==> src/rtl/program_counter7.sv <==
// 7-bit program counter with run/halt control; drives an external CLA adder and consumes its sum.
// Optional return stack: define RET_STACK_EN to enable CALL/RET with a STACK_DEPTH-entry LIFO.
module program_counter7 #(
   parameter logic [6:0] RESET_VEC   = 7'd0,
   parameter int         STACK_DEPTH = 4
) (
   input  logic       CLK,
   input  logic       RESET,
   input  logic       EN,
   input  logic [2:0] OP,
   input  logic [6:0] BR_VAL,
   input  logic       HALT,
   input  logic       RESUME,
   output logic [6:0] ADD_A,
   output logic [6:0] ADD_B,
   output logic       ADD_CIN,
   input  logic [6:0] ADD_R,
   output logic [6:0] PC,
   output logic       PC_VALID,
   output logic       STK_ERR
);

   typedef enum logic [1:0] {
      ST_BOOT   = 2'd0,
      ST_RUN    = 2'd1,
      ST_HALTED = 2'd2
   } state_t;

   localparam logic [2:0] OP_INC   = 3'b000;
   localparam logic [2:0] OP_BRREL = 3'b001;
   localparam logic [2:0] OP_JMP   = 3'b010;
   localparam logic [2:0] OP_CALL  = 3'b011;
   localparam logic [2:0] OP_RET   = 3'b100;

   if (STACK_DEPTH < 2 || STACK_DEPTH > 8) begin : g_bad_depth
      $error("program_counter7: STACK_DEPTH must be in 2..8");
   end

   state_t     state_q, state_d;
   logic [6:0] pc_q, pc_d;
   logic       pc_valid_q, pc_valid_d;
   logic       advance;

   // Carry-in is tied high so the adder sum is always PC+1(+offset); CALL sees ADD_B=0.
   assign ADD_A   = pc_q;
   assign ADD_B   = (OP == OP_BRREL) ? BR_VAL : 7'd0;
   assign ADD_CIN = 1'b1;

   assign PC       = pc_q;
   assign PC_VALID = pc_valid_q;

   always_comb begin
      state_d = state_q;
      case (state_q)
         ST_BOOT:   state_d = ST_RUN;
         ST_RUN:    if (HALT) state_d = ST_HALTED;
         ST_HALTED: if (RESUME && !HALT) state_d = ST_RUN;
         default:   state_d = ST_BOOT;
      endcase
      pc_valid_d = (state_d == ST_RUN);
   end

   assign advance = (state_q == ST_RUN) && EN && !HALT;

`ifdef RET_STACK_EN
   localparam int PTR_W = $clog2(STACK_DEPTH);
   localparam int CNT_W = $clog2(STACK_DEPTH + 1);

   // Circular LIFO: stk_ptr_q is the next slot to write; a full push overwrites the oldest entry.
   logic [6:0]       stk_mem_q [STACK_DEPTH];
   logic [PTR_W-1:0] stk_ptr_q, stk_ptr_d;
   logic [CNT_W-1:0] stk_cnt_q, stk_cnt_d;
   logic             stk_err_q, stk_err_d;
   logic             stk_push;
   logic [PTR_W-1:0] ptr_inc, ptr_dec;
   logic [6:0]       stk_top;

   assign ptr_inc = (stk_ptr_q == PTR_W'(STACK_DEPTH - 1)) ? '0 : stk_ptr_q + 1'b1;
   assign ptr_dec = (stk_ptr_q == '0) ? PTR_W'(STACK_DEPTH - 1) : stk_ptr_q - 1'b1;
   assign stk_top = stk_mem_q[ptr_dec];
   assign STK_ERR = stk_err_q;
`else
   assign STK_ERR = 1'b0;
`endif

   always_comb begin
      pc_d = pc_q;
`ifdef RET_STACK_EN
      stk_ptr_d = stk_ptr_q;
      stk_cnt_d = stk_cnt_q;
      stk_err_d = stk_err_q;
      stk_push  = 1'b0;
`endif
      if (advance) begin
         case (OP)
            OP_JMP: pc_d = BR_VAL;
`ifdef RET_STACK_EN
            OP_CALL: begin
               pc_d      = BR_VAL;
               stk_push  = 1'b1;
               stk_ptr_d = ptr_inc;
               if (stk_cnt_q == CNT_W'(STACK_DEPTH)) begin
                  stk_err_d = 1'b1;
               end else begin
                  stk_cnt_d = stk_cnt_q + 1'b1;
               end
            end
            OP_RET: begin
               if (stk_cnt_q == '0) begin
                  pc_d      = ADD_R;
                  stk_err_d = 1'b1;
               end else begin
                  pc_d      = stk_top;
                  stk_ptr_d = ptr_dec;
                  stk_cnt_d = stk_cnt_q - 1'b1;
               end
            end
`else
            OP_CALL: pc_d = BR_VAL;
            OP_RET:  pc_d = ADD_R;
`endif
            default: pc_d = ADD_R;
         endcase
      end
   end

   always_ff @(posedge CLK) begin
      if (RESET) begin
         state_q    <= ST_BOOT;
         pc_q       <= RESET_VEC;
         pc_valid_q <= 1'b0;
`ifdef RET_STACK_EN
         stk_ptr_q  <= '0;
         stk_cnt_q  <= '0;
         stk_err_q  <= 1'b0;
`endif
      end else begin
         state_q    <= state_d;
         pc_q       <= pc_d;
         pc_valid_q <= pc_valid_d;
`ifdef RET_STACK_EN
         stk_ptr_q  <= stk_ptr_d;
         stk_cnt_q  <= stk_cnt_d;
         stk_err_q  <= stk_err_d;
`endif
      end
   end

`ifdef RET_STACK_EN
   // Entry storage carries no reset; the count alone decides what is valid.
   always_ff @(posedge CLK) begin
      if (stk_push && !RESET) begin
         stk_mem_q[stk_ptr_q] <= ADD_R;
      end
   end
`endif

endmodule

==> config.mk <==
export PLATFORM = sky130hd
export DESIGN_NAME = program_counter7
export DESIGN_NICKNAME = d
export VERILOG_FILES = /design/src/rtl/program_counter7.sv
export SDC_FILE = /design/constraint.sdc
export NUM_CORES = 1
export LEC_CHECK = 0
export ABC_CLOCK_PERIOD_IN_PS = 1580
export CORE_AREA = 3 3 47 49
export CTS_CLUSTER_SIZE = 14
export DETAILED_ROUTE_END_ITERATION = 6
export DIE_AREA = 0 0 50 52
export PLACE_DENSITY = 0.77
export SLEW_MARGIN = 20
export SYNTH_ARGS = -nofsm -noshare
export SYNTH_HDL_FRONTEND = slang
export SYNTH_SLANG_ARGS = --single-unit
==> constraint.sdc <==
create_clock -name CLK -period 1.58 [get_ports CLK]
set_input_delay 0.237 -clock CLK [delete_from_list [all_inputs] [get_ports CLK]]
set_output_delay 0.237 -clock CLK [all_outputs]
set_load 0.05 [all_outputs]
==> results.json <==
{
  "status": "finished, final reports clean",
  "synth.ff_latch_count": 10,
  "utilization": 0.577,
  "drive_gt1_frac": 0.446,
  "ir_worst_vdd_v": 0.000360,
  "grtUsageMet2": 0.213,
  "crit_path_start_kind": "input port",
  "grtUsageMet3": 0.0344,
  "antenna_found_initial": 0,
  "ys_seq_area_frac": 0.329,
  "intPower_uw": 490,
  "p_clk_frac": 0.232,
  "total_power_uw": 751,
  "hold_viol_final": 0,
  "critical_path_peak_fanout": 2,
  "seqPwrFrac": 0.376,
  "initial_core_util": 0.320,
  "clk_pin_slew_worst_paths_ps": 70,
  "drtAntennaViolNets": 0,
  "vias": 560,
  "layout_worst_path_cycle_share": 0.791,
  "syn-cell-area_um2": 609,
  "die_w_um": 50,
  "pin_count": 46,
  "post_synth_num_cell_types": 18,
  "worstPathRequired_ps": 1340,
  "max_freq_mhz": 800,
  "synth.area.mux_share": 0.115,
  "viasPerCell": 4.38,
  "die_h_um": 52,
  "final_nets": 125,
  "grt.busiest_layer": "met2",
  "synth_xor_area_frac": 0.0144,
  "use_met1": 0.136,
  "initialDrtViolationCount": 5,
  "synth_top_family_by_area": "simple AND/OR/NAND/NOR gates",
  "layout_common_cells": "clkdlybuf4s50_1, buf_4, dfxtp_1",
  "antenna_cells": 0,
  "grt_max_degree": 15,
  "fillCellCount": 175,
  "grt_pass1_vias": 512,
  "final_max_slew_viol_count": 0,
  "dp_hpwl_um": 1290,
  "synth-compound-area-share": 0.160,
  "place_inst": 125,
  "track_usage": 0.120,
  "arrival_ps": 1010,
  "holdCritPathClass": "reg -> reg",
  "yosys-top-cells-area": "dfxtp_1, mux2i_1, buf_4",
  "cts_buffers": 3,
  "period_minus_slack_ps": 1250,
  "power_density_nw_per_um2": 685,
  "crit_path_end_kind": "output pin",
  "swShare": 0.348,
  "synthCells": 64,
  "clock-root-buffer": "clkbuf_4",
  "switchingPower_uw": 261,
  "combPwrFrac": 0.392,
  "wl_per_cell_um": 12.5,
  "seq_area_um2": 200,
  "grt_remaining_overflow": 0,
  "syn_to_final_growth_pct": 80.1,
  "finalNonFillerCells": 128,
  "path_class": "in -> out",
  "syn_avg_cell_area_um2": 9.52,
  "clock-sinks": 10,
  "core-area_um2": 1900,
  "final_common_cell": "clkdlybuf4s50_1",
  "rsz0062_at_grt": "false",
  "tritoncts": "built",
  "cts_hold_buf": 0,
  "yosysTopAreaCellShare": 0.329,
  "wl_um": 1600,
  "netlist.top_cell.by_area": "dfxtp_1",
  "post-cts-setup-buffers": 0,
  "synth_nets": 86,
  "clkLatencyLatePin_ps": 260,
  "fin_skew_ps": 3.57,
  "clk_path_buf_depth": 2,
  "dieArea_um2": 2600,
  "multiInputGateArea_um2": 335,
  "drc": 0,
  "drv_cap": 0,
  "num_rows": 16,
  "grt_pass1_wl_um": 2350,
  "synthSimpleGateAreaFrac": 0.211,
  "gp_congestion": 0.681,
  "drt_first_pass_iters": 4,
  "leakage_nw": 0.505,
  "htree_levels": 1,
  "ys_warn_count": 0,
  "synth_fa_ha_area_frac": 0,
  "setup_viol": 0,
  "io_buffers": 43
}
## metrics by stage
| step | hold WS (ps) | TNS, ps | area [um^2] | setup slack, ps |
|---|---|---|---|---|
| final | 528 | 0 | 1100 | 330 |
| after global routing | 555 | 0 | 1100 | 252 |
| after CTS | 535 | 0 | 1070 | 1.96 |
| after detailed placement | 519 | -2.10 | 1040 | -2.10 |
| after global placement | 503 | -27.8 | 1040 | -12.9 |
| after floorplan | 378 | 0 | 609 | 269 |
## what timing repair did
item                                    4_1_cts  5_1_grt
resized for setup                             1       10
pin swaps                                     0        3
endpoints found under the setup margin        7        7
## kinds of logic after synthesis
logic type,count (synthesis)
and+or+nand+nor,21
buffers and inverters,12
AOI/OAI and AO/OA,11
DFF,10
muxes,7
other,2
xor gates and xnor gates,1
## critical path: stages
cell and delay (ps):
clkdlybuf4s50_1 490, and2_4 160, buf_12 130
## Yosys cell counts
library cell and n:
dfxtp_1 10, buf_4 9, and2_1 7, mux2i_1 7, nor2_1 6, a211oi_1 4
a211oi_2 3, nor2_2 3, a21oi_1 2, conb_1 2, nand2b_1 2, nor3b_1 2
o21ba_2 2, and4bb_4 1, buf_12 1, buf_2 1, clkbuf_1 1, xor2_1 1
## registers in the layout (all words and copies together), names as in the netlist
register  flops
PC_VALID      1
state_q       2
ADD_A         7
## power groups by stage
stage | clock network, mW | registers (mW) | logic [mW]
3_5_place_dp | 0 | 0.288 | 0.291
2_1_floorplan | 0 | 0.327 | 0.145
6_report | 0.174 | 0.282 | 0.295
5_1_grt | 0.190 | 0.285 | 0.309
4_1_cts | 0.180 | 0.282 | 0.293
3_3_place_gp | 0 | 0.287 | 0.288
## area by class of cell
| cell class | instances | share of cell area |
|---|---|---|
| Timing Repair Buffer | 46 | 0.461 |
| Multi-Input combinational cell | 42 | 0.306 |
| Sequential cell | 10 | 0.182 |
| Tap cell | 27 | 0.0308 |
| Clock buffer | 3 | 0.0205 |
## worst paths after layout
kind / startpoint / to / cells past startpoint / slack (ps)
hold / removal: ADD_A[4]$_SDFFE_PP0P_ / ADD_A[4]$_SDFFE_PP0P_ / 2 / 530
setup / recovery: BR_VAL[0] / ADD_B[0] / 3 / 330
setup reg to reg: state_q[1]$_SDFF_PP0_ / ADD_A[0]$_SDFFE_PP0P_ / 3 / 380
hold reg to reg: ADD_A[4]$_SDFFE_PP0P_ / ADD_A[4]$_SDFFE_PP0P_ / 2 / 530
## per-layer routing
layer  wire [um]  vias to the layer above  share of wire
met2         861                       25           0.54
met1         638                      252           0.40
li1            -                      283              -
met3         102                        0          0.064
met4           0                        0              0
met5           0                        -              0
Note: power is estimated with default switching activity, not from simulation.
